--- src/rtl/scalefac_long_loader.sv ---
// Loads one granule of long-block scalefactors from the bit reader into the
// write side of a double buffer, then swaps the buffer once the consumer is done.
module scalefac_long_loader #(
  parameter int NUM_BANDS  = 22,
  parameter int SPLIT_BAND = 11
) (
  input  logic       clk,
  input  logic       rst,
  input  logic       start,
  input  logic [2:0] slen1,
  input  logic [2:0] slen2,
  output logic       br_req,
  output logic [2:0] br_len,
  input  logic       br_valid,
  input  logic [3:0] br_data,
  input  logic       consumer_done,
  output logic       scalfac_write_enable,
  output logic [5:0] scalfac_write_addr,
  output logic [3:0] scalfac_write_data,
  output logic       buffer_switch_event,
  output logic       busy,
  output logic       done
);

  typedef enum logic [2:0] {IDLE, LOAD, WAIT, FILLED, SWITCH} state_t;

  state_t     r_state;
  logic [2:0] r_slen1;
  logic [2:0] r_slen2;
  logic [5:0] r_band;
  logic       r_pending;

  logic [2:0] w_slen;
  logic [2:0] w_width;
  logic [3:0] w_mask;
  logic       w_last;

  // The last band is never coded; widths above 4 saturate to the data bus width.
  always_comb begin
    w_slen  = (r_band < 6'(SPLIT_BAND)) ? r_slen1 : r_slen2;
    w_last  = (r_band == 6'(NUM_BANDS - 1));
    w_width = w_slen;
    if (w_last) begin
      w_width = 3'd0;
    end else if (w_slen > 3'd4) begin
      w_width = 3'd4;
    end
    w_mask = 4'((5'd1 << w_width) - 5'd1);
  end

  always_ff @(posedge clk) begin
    if (!rst) begin
      r_state              <= IDLE;
      r_slen1              <= 3'd0;
      r_slen2              <= 3'd0;
      r_band               <= 6'd0;
      r_pending            <= 1'b1;
      br_req               <= 1'b0;
      br_len               <= 3'd0;
      scalfac_write_enable <= 1'b0;
      scalfac_write_addr   <= 6'd0;
      scalfac_write_data   <= 4'd0;
      buffer_switch_event  <= 1'b0;
      busy                 <= 1'b0;
      done                 <= 1'b0;
    end else begin
      scalfac_write_enable <= 1'b0;
      buffer_switch_event  <= 1'b0;
      done                 <= 1'b0;
      if (consumer_done) begin
        r_pending <= 1'b1;
      end

      case (r_state)
        IDLE: begin
          if (start) begin
            r_slen1 <= slen1;
            r_slen2 <= slen2;
            r_band  <= 6'd0;
            busy    <= 1'b1;
            r_state <= LOAD;
          end
        end

        LOAD: begin
          if (w_width == 3'd0) begin
            scalfac_write_enable <= 1'b1;
            scalfac_write_addr   <= r_band;
            scalfac_write_data   <= 4'd0;
            if (w_last) begin
              r_state <= FILLED;
            end else begin
              r_band  <= r_band + 6'd1;
              r_state <= LOAD;
            end
          end else begin
            br_req  <= 1'b1;
            br_len  <= w_width;
            r_state <= WAIT;
          end
        end

        WAIT: begin
          if (br_valid) begin
            br_req               <= 1'b0;
            br_len               <= 3'd0;
            scalfac_write_enable <= 1'b1;
            scalfac_write_addr   <= r_band;
            scalfac_write_data   <= br_data & w_mask;
            if (w_last) begin
              r_state <= FILLED;
            end else begin
              r_band  <= r_band + 6'd1;
              r_state <= LOAD;
            end
          end
        end

        // A consumer_done seen earlier in the granule is remembered in r_pending.
        FILLED: begin
          if (r_pending || consumer_done) begin
            r_pending           <= 1'b0;
            buffer_switch_event <= 1'b1;
            done                <= 1'b1;
            r_state             <= SWITCH;
          end
        end

        SWITCH: begin
          busy    <= 1'b0;
          r_state <= IDLE;
        end

        default: begin
          busy    <= 1'b0;
          r_state <= IDLE;
        end
      endcase
    end
  end

endmodule

--- config.mk ---
export PLATFORM = sky130hd
export DESIGN_NAME = scalefac_long_loader
export DESIGN_NICKNAME = d
export VERILOG_FILES = /design/src/rtl/scalefac_long_loader.sv
export SDC_FILE = /design/constraint.sdc
export NUM_CORES = 1
export LEC_CHECK = 0
export CAP_MARGIN = 5
export CORE_UTILIZATION = 35
export DETAILED_ROUTE_END_ITERATION = 8
export HOLD_SLACK_MARGIN = 0.03
export PLACE_DENSITY = 0.68
export SLEW_MARGIN = 10
export SYNTH_ARGS = -nofsm -noshare
export SYNTH_HDL_FRONTEND = slang
export SYNTH_SLANG_ARGS = --single-unit
--- constraint.sdc ---
create_clock -name clk -period 2.4 [get_ports clk]
set_input_delay 0.24 -clock clk [delete_from_list [all_inputs] [get_ports clk]]
set_output_delay 0.24 -clock clk [all_outputs]
set_load 0.05 [all_outputs]
==> results.cfg <==
[status]
outcome = completed

[sta]
worstMarginPinSlew_ps = 738
post-route-period-util_pct = 93.0
finalSetupTns_ps = 0
timing.hold.ws_ps = 465
clock-skew-final_ps = 5.99
slew_headroom_pct = 50.4
period_minus_slack_ps = 2230
timing.fmax_ghz = 0.448
rsz0062_at_grt = false
setup_violations = 0
maxSlewViolCount = 0
hold_viol_final = 0

[drt]
drt-total-wl_um = 4540
ant_nets = 0
wl_per_cell_um = 14.7
drtPass1Iterations = 4
route.detailed.drc = 0
vias = 1681
viasPerCell = 5.46
drt_iter0_drc = 86

[layout]
synthToLayoutAreaGrowth_pct = 30.9
final_util_pct = 47.9
postLayoutCellArea_um2 = 2290
nNetsFinal = 258
drive_above_1_share_pct = 16.2
diodes = 0

[setup_path]
crit_chain = ha_2 > o21ai_2 > a211oi_2 > a2111oi_4 > buf_4 > or4_1 > a211oi_2
worstPathArrival_ps = 2440
startpoint_type = register
worst-setup-path-type = register to register
worstRegToRegCells = 7
reg2reg_slack_ps = 170
cp_max_fo = 10
crit_top_cell = a211oi_2
critPathLaunch = r_band[1]
end_kind = register
slowest_delay_ps = 480
reg2reg_from = r_band[1]
crit_slowest_cell = or4_1
cp.required_ps = 2610

[power]
p_clk_share_pct = 35.1
seqPwrFrac_pct = 44.0
switchingPower_uw = 396
internal_power_uw = 952
ir_worst_vdd_mv = 0.298
p_per_area_nw_per_um2 = 588
p_sw_share_pct = 29.4
p_leak_uw = 0.000814
combPwrFrac_pct = 20.9
power_uw = 1350

[floorplanning]
ios = 33
die_y_um = 72.8
start_util_pct = 36.6
die_w_um = 72.8
core_area_um2 = 4790
die_area_um2 = 5300
fp-row-count = 25

[grt]
overflow = 0
gr-usage-all-layers_pct = 19.1
grt_pass1_wl_um = 7730
busiest_layer = met2
use_met3_pct = 4.28
grt_antenna_before_repair = 0
grt_pass1_vias = 1627
grtUsageMet1_pct = 24.8
met2_usage_pct = 30.2
grt_max_degree = 20

[synthesis]
ys.flop_type = dfxtp_1
syn_inst = 201
netlist_area_um2 = 1750
avgSynthCellArea_um2 = 8.72
synth_top_area_share_pct = 37.7
yosysWarningCount = 0
ys_ff_latch = 33
synth_seq_area_share_pct = 37.7
synthArstFlopShare_pct = 0
syn-num-nets = 219
yosys.area.top_type = dfxtp_1
synth_cell_types = 52
synth-edff-count = 0
synth_area_leaders = dfxtp_1 38%, a21oi_1 5.4%, mux2i_1 4.0%, nor2_1 3.9%, nand3_1 3.7%

[clock_network]
cts_tree = yes
cts_buffers = 5
cts_setup_buffers = 0
clockBufferDepth = 2
cts-root-buf = clkbuf_8
hold_buffers = 0
cts_sinks = 33
clock_latency_ps = 290
cts_resized = 0
ctsHtreeMaxLevel = 2
clk_pin_slew_ps = 70

[placed_design]
placed_area_um2 = 2190
dpl.hpwl_um = 3190
place.gp.congestion = 0.882
portBuffers = 32

[hold_path]
hold_start = br_len[1]
hold-path-cell-count = 1
hold_class = register to register

[run]
drv_cap = 0
synthesized netlist by cell type, drive strengths merged (2+ instances only):
cell,number
nor2b,2
inv,5
clkbuf,3
nor2,18
and2,4
a22o,3
nor4,2
o21ai,12
mux2i,7
a21bo,4
o2111ai,3
or3,2
o31ai,3
nand4b,3
o311ai,2
nor3,7
a211oi,3
nand3b,2
nand3,13
nand2b,4
or2,2
nor3b,3
a21oi,19
o211ai,3
ha,3
a21o,3
or4,4
nand2,8
dfxtp,33
buf,10
critical path: cells and delay by family (launching register included):
family | cells | cell delay, ps
flops | 1 | 400
buf+inv | 1 | 180
simple gates | 1 | 480
fa+ha+maj | 1 | 280
compound gates | 4 | 800
worst paths after layout:
check | to
max reg2reg | r_band[3]
min reg2reg | br_len[1]
max | r_band[3]
min | br_len[1]
placed cells by master (no fill, tap or decap), drive strengths merged, types with 3 or more instances in the layout:
cell	Yosys	layout
a22o	3	3
o21ai	12	12
nand2b	4	4
clkbuf	3	7
o31ai	3	3
or4	4	4
dfxtp	33	33
inv	5	5
nor3	7	7
clkdlybuf4s50	0	32
buf	10	13
nand3	13	13
nand4b	3	3
and2	4	4
a211oi	3	3
mux2i	7	7
o2111ai	3	3
o211ai	3	3
a21o	3	3
nor3b	3	3
ha	3	3
a21oi	19	19
a21bo	4	4
nor2	18	18
nand2	8	8
logic make-up after synthesis:
kind of cell	after synthesis	synth area share (%)
xor gates and xnor gates	1	0.500
muxes	7	4.00
AOI/OAI and AO/OA	63	25.9
and+or+nand+nor	76	24.7
buffers and inverters	18	5.07
DFF	33	37.7
adders and majority gates	3	2.14
registers in the layout, indices dropped and copies added (netlist names), 3 cells and up:
signal,flops
r_state,3
r_slen1,3
r_slen2,3
r_band,6
scalfac_write_data,4
br_len,3
scalfac_write_addr,6
area by class of cell:
| cell class | instances | area, µm² |
|---|---|---|
| Sequential cell | 33 | 661 |
| Clock inverter | 1 | 5.00 |
| Timing Repair Buffer | 45 | 418 |
| Multi-Input combinational cell | 150 | 1010 |
| Inverter | 5 | 21.3 |
| Fill cell | 473 | 2490 |
| Tap cell | 67 | 83.8 |
| Clock buffer | 7 | 96.3 |
through the flow:
step / setup WS (ps) / cells
after global placement: 188 / 300
after detailed placement: 49.8 / 300
after CTS: 39.3 / 308
final: 169 / 308
after global routing: 58.0 / 308
after floorplan: 258 / 201
per-layer routing:
layer | vias to the layer above | wire, µm
met3 | 9 | 205
met5 | - | 0
met2 | 51 | 2140
li1 | 823 | -
met1 | 798 | 2090
met4 | 0 | 106
power by group through the flow:
stage               clock network (µW)  logic [µW]  registers [µW]
global placement                     0         279             605
global route                       505         308             596
finish                             474         282             593
floorplan                            0         160             626
detailed placement                   0         281             605
CTS                                482         282             593
Power figures use the tool's default switching activity.
